## config.mk

```make
export PLATFORM = sky130hd
export DESIGN_NAME = fp16_norm_round
export DESIGN_NICKNAME = d
export VERILOG_FILES = /design/src/rtl/fp16_pkg.sv /design/src/rtl/fp16_lzc.sv /design/src/rtl/fp16_norm_round.sv
export SDC_FILE = /design/constraint.sdc
export NUM_CORES = 1
export LEC_CHECK = 0
export CORE_ASPECT_RATIO = 2
export CORE_MARGIN = 2
export CORE_UTILIZATION = 35
export DETAILED_ROUTE_END_ITERATION = 8
export PLACE_DENSITY = 0.6
export SLEW_MARGIN = 25
export SYNTH_ARGS = -nofsm -noshare
export SYNTH_HDL_FRONTEND = slang
export SYNTH_SLANG_ARGS = --single-unit
export TNS_END_PERCENT = 1
```

## constraint.sdc

```tcl
create_clock -name clk -period 3.5 [get_ports clk]
set_input_delay 0.7 -clock clk [delete_from_list [all_inputs] [get_ports clk]]
set_output_delay 0.7 -clock clk [all_outputs]
set_load 0.02 [all_outputs]
```

## src/rtl/fp16_pkg.sv

```systemverilog
// Shared fp16 constants, flag indices and the stage-1 to stage-2 payload type.
package fp16_pkg;

  localparam int unsigned EXP_W    = 5;
  localparam int unsigned FRAC_W   = 10;
  localparam int unsigned EXP_BIAS = 15;
  localparam int unsigned EXP_MAX  = 31;
  localparam int unsigned NORM_W   = 21;

  localparam logic [15:0] QNAN = 16'h7E00;

  localparam int unsigned FLAG_OVF  = 3;
  localparam int unsigned FLAG_UNF  = 2;
  localparam int unsigned FLAG_INX  = 1;
  localparam int unsigned FLAG_ZERO = 0;

  typedef struct packed {
    logic              sign;
    logic signed [6:0] e;
    logic [NORM_W-1:0] mant;
    logic              sticky;
    logic              bypass;
    logic [15:0]       word;
    logic [3:0]        flags;
  } s1_t;

endpackage

```

## src/rtl/fp16_lzc.sv

```systemverilog
// Leading-zero counter over the 21-bit hidden+fraction+guard field; all-zero yields 21.
module fp16_lzc
  import fp16_pkg::*;
(
  input  logic [NORM_W-1:0] vec,
  output logic [4:0]        cnt
);

  logic found;

  always_comb begin
    cnt   = 5'(NORM_W);
    found = 1'b0;
    for (int unsigned i = 0; i < NORM_W; i++) begin
      if (!found && vec[NORM_W-1-i]) begin
        cnt   = 5'(i);
        found = 1'b1;
      end
    end
  end

endmodule

```

## src/rtl/fp16_norm_round.sv

```systemverilog
// Two-stage normalise / round-to-nearest-even stage producing packed binary16 plus flags.
module fp16_norm_round
  import fp16_pkg::*;
#(
  parameter int unsigned MANT_W = 22,
  parameter int unsigned FTZ    = 1
) (
  input  logic              clk,
  input  logic              rst,
  input  logic              in_valid,
  output logic              in_ready,
  input  logic              in_sign,
  input  logic [4:0]        in_exp,
  input  logic [MANT_W-1:0] in_mant,
  output logic              out_valid,
  input  logic              out_ready,
  output logic [15:0]       out_result,
  output logic [3:0]        out_flags
);

  s1_t               s1_d, s1_q;
  logic              s1_valid;
  logic              s2_ready;
  logic [4:0]        lz;
  logic [NORM_W-1:0] shifted;

  assign s2_ready = ~out_valid | out_ready;
  assign in_ready = ~s1_valid | s2_ready;

  fp16_lzc u_lzc (
    .vec (in_mant[NORM_W-1:0]),
    .cnt (lz)
  );

  // Stage 1: normalise; specials, zero and flushed underflow become a bypass word.
  always_comb begin
    s1_d      = '0;
    s1_d.sign = in_sign;
    shifted   = in_mant[NORM_W-1:0] << lz;
    if (in_exp == 5'(EXP_MAX)) begin
      s1_d.bypass = 1'b1;
      s1_d.word   = (in_mant[19:10] != '0) ? QNAN : {in_sign, 5'h1F, 10'h000};
    end else if (in_mant == '0) begin
      s1_d.bypass           = 1'b1;
      s1_d.word             = {in_sign, 15'h0000};
      s1_d.flags[FLAG_ZERO] = 1'b1;
    end else begin
      if (in_mant[21]) begin
        s1_d.mant   = in_mant[21:1];
        s1_d.sticky = in_mant[0];
        s1_d.e      = $signed({2'b00, in_exp}) + 7'sd1;
      end else begin
        s1_d.mant = shifted;
        s1_d.e    = $signed({2'b00, in_exp}) - $signed({2'b00, lz});
      end
      if ((FTZ != 0) && (s1_d.e < 7'sd1)) begin
        s1_d.bypass           = 1'b1;
        s1_d.word             = {in_sign, 15'h0000};
        s1_d.flags[FLAG_UNF]  = 1'b1;
        s1_d.flags[FLAG_INX]  = 1'b1;
        s1_d.flags[FLAG_ZERO] = 1'b1;
      end
    end
  end

  logic              guard, sticky2, rnd_up;
  logic [10:0]       frac_rnd;
  logic signed [6:0] e2;
  logic [15:0]       res;
  logic [3:0]        flg;
  logic              unused_hidden;

  assign unused_hidden = s1_q.mant[20];

  // Stage 2: RNE; a fraction carry-out bumps the exponent and may overflow.
  always_comb begin
    guard    = s1_q.mant[9];
    sticky2  = (|s1_q.mant[8:0]) | s1_q.sticky;
    rnd_up   = guard & (sticky2 | s1_q.mant[10]);
    frac_rnd = {1'b0, s1_q.mant[19:10]} + {10'd0, rnd_up};
    e2       = s1_q.e + (frac_rnd[10] ? 7'sd1 : 7'sd0);
    res      = '0;
    flg      = '0;
    if (s1_q.bypass) begin
      res = s1_q.word;
      flg = s1_q.flags;
    end else if (e2 >= $signed(7'(EXP_MAX))) begin
      res           = {s1_q.sign, 5'h1F, 10'h000};
      flg[FLAG_OVF] = 1'b1;
      flg[FLAG_INX] = 1'b1;
    end else begin
      res           = {s1_q.sign, e2[4:0], frac_rnd[9:0]};
      flg[FLAG_INX] = guard | sticky2;
    end
  end

  always_ff @(posedge clk or negedge rst) begin
    if (!rst) begin
      s1_valid   <= 1'b0;
      s1_q       <= '0;
      out_valid  <= 1'b0;
      out_result <= '0;
      out_flags  <= '0;
    end else begin
      if (in_ready) begin
        s1_valid <= in_valid;
        if (in_valid) s1_q <= s1_d;
      end
      if (s2_ready) begin
        out_valid <= s1_valid;
        if (s1_valid) begin
          out_result <= res;
          out_flags  <= flg;
        end
      end
    end
  end

endmodule

```

==> results of run 1 <==
worst max-delay path, delay by kind of cell:
family	cells	cell delay, ns
buffers and inverters	3	0.35
AO/OA/AOI/OAI	6	1.02
XOR/XNOR	1	0.08
adder cells (fa/ha/maj)	2	0.50
AND/OR/NAND/NOR	4	0.68
multiplexers	1	0.29
repair_timing:
action | CTS | global route
buffers inserted | 12 | 6
pin swaps | 31 | 24
gates resized for setup | 91 | 35
hold buffers | 0 | 0
setup endpoints to repair | 22 | 20
registers in the layout, summed over array words and instances, names as in the netlist:
register	count
s1_valid	1
guard	1
out_flags	4
s1_q	34
out_valid	1
out_result	16
layout make-up:
type	instances	area share (%)
Multi-Input combinational cell	386	44.31
Timing Repair Buffer	190	24.23
Sequential cell	57	22.49
Clock buffer	12	3.886
Tap cell	145	2.861
Inverter	19	1.203
Clock inverter	3	1.026
metal layers:
layer  vias up  routed length (µm)
met2       147                8514
met1      2234                5201
met4         0                1133
met3        59                 500
met5         -                   0
li1       2182                   -
metrics by stage:
step / setup TNS (ns) / instance area (µm²) / total power [mW]
final: 0 / 6342 / 2.693
after global routing: -0.3334 / 6342 / 2.840
after CTS: -0.007932 / 6302 / 2.698
after detailed placement: -11.52 / 5739 / 1.736
after global placement: -9.256 / 5719 / 1.717
after floorplan: -0.9169 / 4258 / 1.299
path summary, 6_finish.rpt:
check | endpoint | slack [ns] | cells past startpoint
setup / recovery | s1_q[20]$_DFFE_PN0P_ | 0.06 | 17
hold / removal | out_result[12]$_DFFE_PN0P_ | 0.33 | 1
setup reg to reg | out_result[14]$_DFFE_PN0P_ | 0.10 | 18
hold reg to reg | out_flags[2]$_DFFE_PN0P_ | 0.47 | 2
max in group asynchronous | s1_q[35]$_DFFE_PN0P_ | 2.47 | 3
min in group clk | out_flags[2]$_DFFE_PN0P_ | 0.47 | 2
kinds of logic (layout without fill, tap and decap cells):
| kind of cell | after synthesis | in the layout | share of synthesized area [%] |
|---|---|---|---|
| and+or+nand+nor | 173 | 173 | 20.61 |
| AOI/OAI and AO/OA | 157 | 157 | 27.07 |
| DFF | 57 | 57 | 33.95 |
| buffers and inverters | 44 | 224 | 4.526 |
| muxes | 26 | 26 | 6.313 |
| xor gates and xnor gates | 17 | 17 | 3.544 |
| adders and majority gates | 13 | 13 | 3.990 |
Yosys cell counts, drive strengths merged, types with 5 or more instances:
cell	count	area, µm²
nor3	14	70.07
a222oi	6	60.06
a32oi	6	60.06
xor2	8	70.07
nand4	6	43.79
nor4	8	86.33
and3	7	43.79
nor2	38	142.6
a211oi	6	45.04
o31ai	5	37.54
a21oi	23	115.1
ha	11	137.6
dfrtp	57	1426
clkbuf	15	56.30
inv	19	73.82
xnor2	9	78.83
a21o	6	45.04
nand2	56	212.7
or2	7	43.80
o21ai	37	185.2
nor2b	5	31.28
a22oi	14	123.9
a221oi	9	78.83
nand2b	7	43.79
buf	10	60.06
and2	5	31.28
o211ai	8	60.06
mux2i	22	220.2
nand3	13	65.06
power breakdown:
group          total, mW  internal [mW]  switching [mW]
Sequential         0.888          0.782           0.106
Clock              0.905          0.635           0.270
Combinational      0.900          0.454           0.446
Total               2.69           1.87           0.823
==> results.yml, run 1 <==
global_routing:
  grt_util_met1_pct: 24.19
  overflow: 0
  grt.busiest_layer: "met2"
  track_usage_pct: 24.75
  grt_pass1_wl_um: 24410
  grt_max_degree: 31
  grt_use_met3_pct: 2.438
  antenna_found_initial: 0
  met2_usage_pct: 45.38
  grt_pass1_vias: 4799
clocking:
  cts-htree-levels: 3
  clk_latency_ns: 0.32
  clk_pin_slew_ns: 0.05
  numCtsBuffers: 9
  cts.sinks: 57
  cts_tree: "built"
  cts_buffer_depth: 2
  root_buffer: "clkbuf_16"
worst_setup_path:
  arrival_ns: 3.64
  cp_slowest_cell: "fa_2"
  timing.rr.start: "s1_q[23]$_DFFE_PN0P_"
  crit_path_max_incr_delay_ns: 0.38
  crit_start: "in_mant[0]"
  worstPathMaxFanout: 3
  path_cells: "dlygate4sd2_1 > or2_4 > a221oi_4 > or2_4 > a21boi_4 > inv_4 > ha_4 > inv_4 > fa_2 > a21o_1 > a21oi_2 > xor2_1 > nor2_1 > a21oi_2 > a32oi_2 > nand2b_1 > mux2_4"
  required_ns: 3.70
  worst_setup_path_start_kind: "primary input"
  path_class: "in2reg"
  crit_path_end_kind: "register"
floorplanning:
  die_area_um2: 12950
  boundaryPins: 54
  start_util_pct: 35.91
  fp.dieW_um: 81.48
  die_h_um: 158.9
  num_rows: 56
  core_area_um2: 11700
yosys:
  syn_area_per_cell_um2: 8.627
  synth_cell_types: 68
  yosys_most_used_dff: "dfrtp_1"
  ys_async_sr_fraction_pct: 100.0
  syn_area_um2: 4202
  ys_warn_count: 0
  yosysSeqAreaShare_pct: 33.95
  synth_edf_count: 0
  syn_nets: 531
  ys_ff_latch: 57
  syn-instance-count: 487
drt:
  routed_wl_um: 15350
  viasPerCell: 5.692
  drc: 0
  initialDrtViolationCount: 305
  ant_nets: 0
  firstDrtPassIters: 5
  vias: 4622
  wl_per_cell_um: 18.90
timing:
  grt_setup_unrepaired: "yes"
  setup_violations: 0
  skew_ns: 0.003659
  min_period_ns: 3.442
  slew_viol_final: 0
  tightestPinTransition_ns: 0.7745
  fin_crit_sh_pct: 98.34
  worst_slack_ns: 0.05797
  hold_violations: 0
  fmax_ghz: 0.2905
  whs_ns: 0.3282
  slew_headroom_pct: 47.97
layout:
  nNetsFinal: 707
  layout_common_cells: "buf_4, dfrtp_1, nand2_1"
  n_fill_cell: 1074
  utilization_pct: 54.20
  num_antenna_cells: 0
  drive_gt1_share_pct: 32.53
  syn_to_final_growth_pct: 50.95
  final_cells: 812
  multi_input_area_um2: 2810
  final_common_cell: "buf_4"
  seq_area_um2: 1426
flow_run:
  drv_cap: 0
power:
  power.density_cell_area_nw_per_um2: 424.7
  leakage_nw: 2.833
  ir_drop_v: 0.0004367
place:
  dp_hpwl_um: 12610
  numPortBuffers: 53
  placed_cells: 779
  place_congestion: 0.9686
  post-place-ws_ns: -0.8086
status:
  outcome: "finished, final reports clean"
worst_hold_path:
  hp-class: "in2async"
Note: power is estimated with default switching activity, not from simulation.
==> run 2, diff against run 1 <==
==> constraint.sdc (replaced) <==
create_clock -name clk -period 3.5 [get_ports clk]
set_input_delay 0.7 -clock clk [delete_from_list [all_inputs] [get_ports clk]]
set_output_delay 0.7 -clock clk [all_outputs]
set_load 0.1 [all_outputs]
==> run 2 against run 1 <==
Total power grew 11%. Sequential power is 0.5% higher. Global-route usage is 0.32 points lower. Hold slack improved by 0.11 ns. Maximum frequency decreased by 0.99%. Worst setup slack got worse by 0.034 ns. Combinational power is 41% higher. First-iteration DRC count rose by 5.6%. Core utilization decreased by 0.74 points. Final cell count fell by 0.74%. Largest cell class unchanged. Highest routed layer unchanged.
==> results.yml, run 2 (same netlist as run 1, synthesis figures left out) <==
status:
  outcome: "finished, final reports clean"
clocking:
  cts-htree-levels: 3
  cts_tree: "built"
  root_buffer: "clkbuf_16"
  clk_pin_slew_ns: 0.05
  cts_hold_buffers: 0
  numCtsBuffers: 9
  cts_buffer_depth: 2
  cts.sinks: 57
  clk_latency_ns: 0.33
worst_setup_path:
  timing.rr.start: "s1_q[23]$_DFFE_PN0P_"
  reg2reg_depth: 18
  worst_setup_path_start_kind: "register"
  rrSetupSlack_ns: 0.02
  required_ns: 3.68
  crit_path_end_kind: "register"
  arrival_ns: 3.65
  path_class: "reg2reg"
  worstPathMaxFanout: 5
  crit_start: "s1_q[23]$_DFFE_PN0P_"
  cp-endpoint: "out_result[13]$_DFFE_PN0P_"
  reg2reg_to: "out_result[13]$_DFFE_PN0P_"
layout:
  final_cells: 806
  n_fill_cell: 1098
  top_regs: "s1_q x34, out_result x16, out_flags x4"
  syn_to_final_growth_pct: 48.90
  post-route-cell-area_um2: 6256
  largest_register_ff_count: 34
  top_register: "s1_q"
  layout_common_cells: "buf_4, dfrtp_1, nand2_1"
  num_antenna_cells: 0
  final_common_cell: "buf_4"
  drive_gt1_share_pct: 32.53
  nNetsFinal: 700
timing:
  fin_crit_sh_pct: 99.33
  setup_violations: 0
  whs_ns: 0.4424
  fmax_ghz: 0.2877
  worst_slack_ns: 0.02361
  hold_violations: 0
  slew_viol_final: 0
  tightestPinTransition_ns: 0.9836
  slew_headroom_pct: 34.22
  grt_setup_unrepaired: "yes"
  skew_ns: 0.006225
  min_period_ns: 3.476
worst_hold_path:
  hp-class: "in2async"
global_routing:
  overflow: 0
  grt_max_degree: 37
  grt_pass1_wl_um: 24130
  antenna_found_initial: 0
  grt_pass1_vias: 4713
  track_usage_pct: 24.43
place:
  numPortBuffers: 53
  placed_cells: 779
  post-place-ws_ns: -0.7388
  place_area_um2: 5724
  place_congestion: 0.9863
  dp_hpwl_um: 12350
drt:
  ant_nets: 0
  initialDrtViolationCount: 322
  drc: 0
  routed_wl_um: 15260
  wl_per_cell_um: 18.93
  firstDrtPassIters: 5
  viasPerCell: 5.671
  vias: 4571
floorplanning:
  fp.dieW_um: 81.48
  core_area_um2: 11700
  die_h_um: 158.9
  start_util_pct: 35.91
  die_area_um2: 12950
  boundaryPins: 54
  num_rows: 56
power:
  leakage_nw: 2.804
  ir_drop_v: 0.0003972
  power.density_cell_area_nw_per_um2: 478.9
flow_run:
  drv_cap: 0
[run 2: changes by cell type in the layout (fill, tap and decap cells not counted), sizes merged]
cell and change:
buf -15, bufinv -1, clkbuf +7, clkdlybuf4s15 -1, clkdlybuf4s50 -1, clkinv +4
dlygate4sd2 -1, dlymetal6s2s +2
[run 2: final cells by class]
class / count / area (µm²) / share of cell area (%)
multi-input cells: 386 / 2856 / 45.66
repair buffers: 183 / 1430 / 22.86
flip-flops and latches: 57 / 1426 / 22.80
clock buffers: 10 / 229.0 / 3.660
well taps: 145 / 181.4 / 2.900
inverters: 19 / 73.82 / 1.180
clock inverters: 6 / 58.81 / 0.9400
[run 2: repair_timing]
action / in CTS / in global routing
pin swaps: 30 / 26
buffers inserted: 7 / 4
endpoints found under the setup margin: 21 / 21
cloned: 0 / 0
resized for setup: 63 / 45
[run 2: worst min-delay path by stage]
stage | startpoint | endpoint | slack (ns) | cells after the start
6_report | rst | out_result[14]$_DFFE_PN0P_ | 0.44 | 1
5_1_grt | rst | out_result[12]$_DFFE_PN0P_ | 0.50 | 1
2_1_floorplan | rst | guard$_DFFE_PN0P_ | 0.40 | 0
3_5_place_dp | s1_q[0]$_DFFE_PN0P_ | s1_q[0]$_DFFE_PN0P_ | 0.47 | 2
3_3_place_gp | out_flags[0]$_DFFE_PN0P_ | out_flags[0]$_DFFE_PN0P_ | 0.46 | 2
4_1_cts | rst | s1_q[45]$_DFFE_PN0P_ | 0.46 | 1
[run 2: per-layer routing]
layer	global-route usage (%)	vias to the layer above	routed length, µm
met4	19.95	0	1398
met5	0	-	0
li1	-	2176	-
met1	24.34	2171	5293
met3	2.551	78	472
met2	43.26	146	8093
[run 2: per-stage QoR]
step	total power, mW	TNS [ns]	util (%)
5_1_grt	3.131	-0.5822	53.46
6_report	2.996	0	53.46
3_5_place_dp	2.100	-11.51	48.92
4_1_cts	2.981	-0.1371	53.12
2_1_floorplan	1.659	-1.862	-
3_3_place_gp	2.084	-9.687	48.92
[run 2: where the power goes]
group	switching (mW)	total, mW	internal (mW)
Combinational	0.821	1.27	0.451
Clock	0.288	0.833	0.545
Sequential	0.111	0.892	0.781
Total	1.22	3.00	1.78
[run 2: worst max-delay path, cell delays in order, from the launching register on]
cell and delay (ns):
dfrtp_1 0.39, nor4_2 0.29, nand3_1 0.14, o21a_1 0.22, ha_4 0.17, ha_4 0.17, nand3_4 0.09, nor2_4 0.04
and3_4 0.19, ha_4 0.17, ha_4 0.17, xnor2_4 0.14, nor2_1 0.06, maj3_2 0.30, o211a_4 0.25, nor2b_4 0.13
a21oi_2 0.12, or2_4 0.18, o311ai_2 0.11
==> run 3, diff against run 2 <==
--- a/config.mk
+++ b/config.mk
@@ -10,6 +10,7 @@
 export CORE_UTILIZATION = 35
 export DETAILED_ROUTE_END_ITERATION = 8
 export PLACE_DENSITY = 0.6
+export SETUP_SLACK_MARGIN = 0.3
 export SLEW_MARGIN = 25
 export SYNTH_ARGS = -nofsm -noshare
 export SYNTH_HDL_FRONTEND = slang
==> constraint.sdc (replaced) <==
create_clock -name clk -period 3.5 [get_ports clk]
set_input_delay 0.7 -clock clk [delete_from_list [all_inputs] [get_ports clk]]
set_output_delay 0.7 -clock clk [all_outputs]
set_load 0.05 [all_outputs]
==> run 3 against run 2 <==
Die area unchanged. Clock-buffer cell count increased by 2. Final area increased by 1.3%. Sequential cell count unchanged. Global-route usage increased by 0.35 points. Critical endpoint is now s1_q[20]$_DFFE_PN0P_.
==> results.yml, run 3 (same netlist as run 1, synthesis figures left out) <==
drt:
  ant_nets: 0
  drc: 0
  initialDrtViolationCount: 281
  viasPerCell: 5.662
  firstDrtPassIters: 4
  vias: 4569
  wl_per_cell_um: 19.01
  routed_wl_um: 15340
timing:
  grt_setup_unrepaired: "yes"
  min_period_ns: 3.467
  skew_ns: 0.003538
  hold_violations: 0
  fmax_ghz: 0.2884
  setup_violations: 0
  fin_crit_sh_pct: 99.07
  slew_viol_final: 0
  slew_headroom_pct: 48.29
  worst_slack_ns: 0.03257
  tightestPinTransition_ns: 0.7697
global_routing:
  overflow: 0
  antenna_found_initial: 0
  grt_max_degree: 31
  grt_pass1_wl_um: 24450
  track_usage_pct: 24.78
  grt_pass1_vias: 4833
clocking:
  cts.sinks: 57
  root_buffer: "clkbuf_16"
  clk_latency_ns: 0.32
  cts-htree-levels: 3
  cts_hold_buffers: 0
  numCtsBuffers: 9
  cts_buffer_depth: 2
  cts_tree: "built"
  clk_pin_slew_ns: 0.05
layout:
  syn_to_final_growth_pct: 50.86
  nNetsFinal: 702
  top_regs: "s1_q x34, out_result x16, out_flags x4"
  top_register: "s1_q"
  largest_register_ff_count: 34
  final_cells: 807
  num_antenna_cells: 0
  final_common_cell: "buf_4"
  drive_gt1_share_pct: 32.63
  layout_common_cells: "buf_4, dfrtp_1, nand2_1"
power:
  netSwitchingFraction_pct: 34.08
  pwr-share-clk_pct: 32.0
  leakage_nw: 2.813
  p_switching_uw: 967.2
  power.density_cell_area_nw_per_um2: 447.7
  p_int_mw: 1.871
  ir_drop_v: 0.0004374
  report.power.total_mw: 2.838
  sequentialPowerShare_pct: 31.3
  power_frac_comb_pct: 36.7
worst_setup_path:
  reg2reg_to: "out_result[14]$_DFFE_PN0P_"
  timing.rr.start: "s1_q[23]$_DFFE_PN0P_"
  arrival_ns: 3.67
  cp_num_buf_inv: 3
  worstPathMaxFanout: 3
  path_cells: "dlygate4sd2_1 > or2_4 > a221oi_4 > or2_4 > a21boi_4 > inv_4 > ha_4 > inv_2 > fa_2 > a21o_1 > a21oi_2 > xor2_1 > nor2_1 > a21oi_2 > a32oi_2 > nand2b_1 > mux2_4"
  required_ns: 3.70
  crit_family: "compound AO/OA/AOI/OAI gates"
  crit_path_max_incr_delay_ns: 0.36
  worst_setup_path_start_kind: "primary input"
  crit_path_end_kind: "register"
  cp_slowest_cell: "fa_2"
  path_class: "in2reg"
  cp_num_cells: 17
  reg2reg_depth: 18
  rrSetupSlack_ns: 0.09
floorplanning:
  core_area_um2: 11700
  die_h_um: 158.9
  fp.dieW_um: 81.48
  boundaryPins: 54
  num_rows: 56
  start_util_pct: 35.91
  die_area_um2: 12950
place:
  numPortBuffers: 53
  dp_hpwl_um: 12610
  place_congestion: 0.9686
  post-place-ws_ns: -0.8086
  placed_cells: 779
worst_hold_path:
  hp-class: "in2async"
status:
  outcome: "finished, final reports clean"
flow_run:
  drv_cap: 0
==> run 3: power by group through the flow <==
| stage | Clock, mW | Sequential (mW) | Combinational, mW |
|---|---|---|---|
| 6_report | 0.908 | 0.889 | 1.04 |
| 5_1_grt | 0.956 | 0.904 | 1.12 |
| 2_1_floorplan | 0 | 1.07 | 0.367 |
| 3_3_place_gp | 0 | 0.882 | 0.971 |
| 3_5_place_dp | 0 | 0.888 | 0.985 |
| 4_1_cts | 0.920 | 0.889 | 1.04 |
==> run 3: worst max path at each step <==
stage,end,from,slack (ns)
6_report,s1_q[20]$_DFFE_PN0P_,in_mant[0],0.03
5_1_grt,s1_q[20]$_DFFE_PN0P_,in_mant[18],-0.09
4_1_cts,out_result[14]$_DFFE_PN0P_,s1_q[24]$_DFFE_PN0P_,-0.006
3_5_place_dp,s1_q[20]$_DFFE_PN0P_,in_mant[2],-0.81
3_3_place_gp,s1_q[20]$_DFFE_PN0P_,in_mant[2],-0.68
2_1_floorplan,s1_q[20]$_DFFE_PN0P_,in_mant[14],-0.30
==> run 3: per-stage QoR <==
stage	cell area [µm²]	TNS [ns]	util, %	hold slack [ns]
2_1_floorplan	4258	-0.9169	-	0.4044
3_3_place_gp	5719	-9.256	48.88	0.4589
3_5_place_dp	5739	-11.52	49.05	0.4677
4_1_cts	6312	-0.007932	53.95	0.3322
5_1_grt	6339	-0.3393	54.17	0.3726
6_report	6339	0	54.17	0.3273
==> run 3: final cells by class <==
cell class | count | area, µm²
sequential | 57 | 1426
multi-input combinational | 386 | 2831
tap | 145 | 181.4
fill | 1071 | 5363
clock inverter | 3 | 65.06
clock buffer | 12 | 246.5
timing repair buffer | 185 | 1514
inverter | 19 | 73.82
==> run 3: timing repair <==
action                                  in CTS  in global routing
endpoints found under the hold margin        0                  0
resized for setup                          123                  8
buffers inserted                            12                  1
endpoints found under the setup margin      37                 24
pin swaps                                   42                 14
==> run 3: layer usage <==
layer  track usage (%)  vias to the layer above  share of wire [%]
met2             45.16                      144                 54
met5                 0                        -                  0
met1             24.12                     2186                 34
met3             2.494                       68                3.4
met4             18.95                        0                8.7
li1                  -                     2171                  -
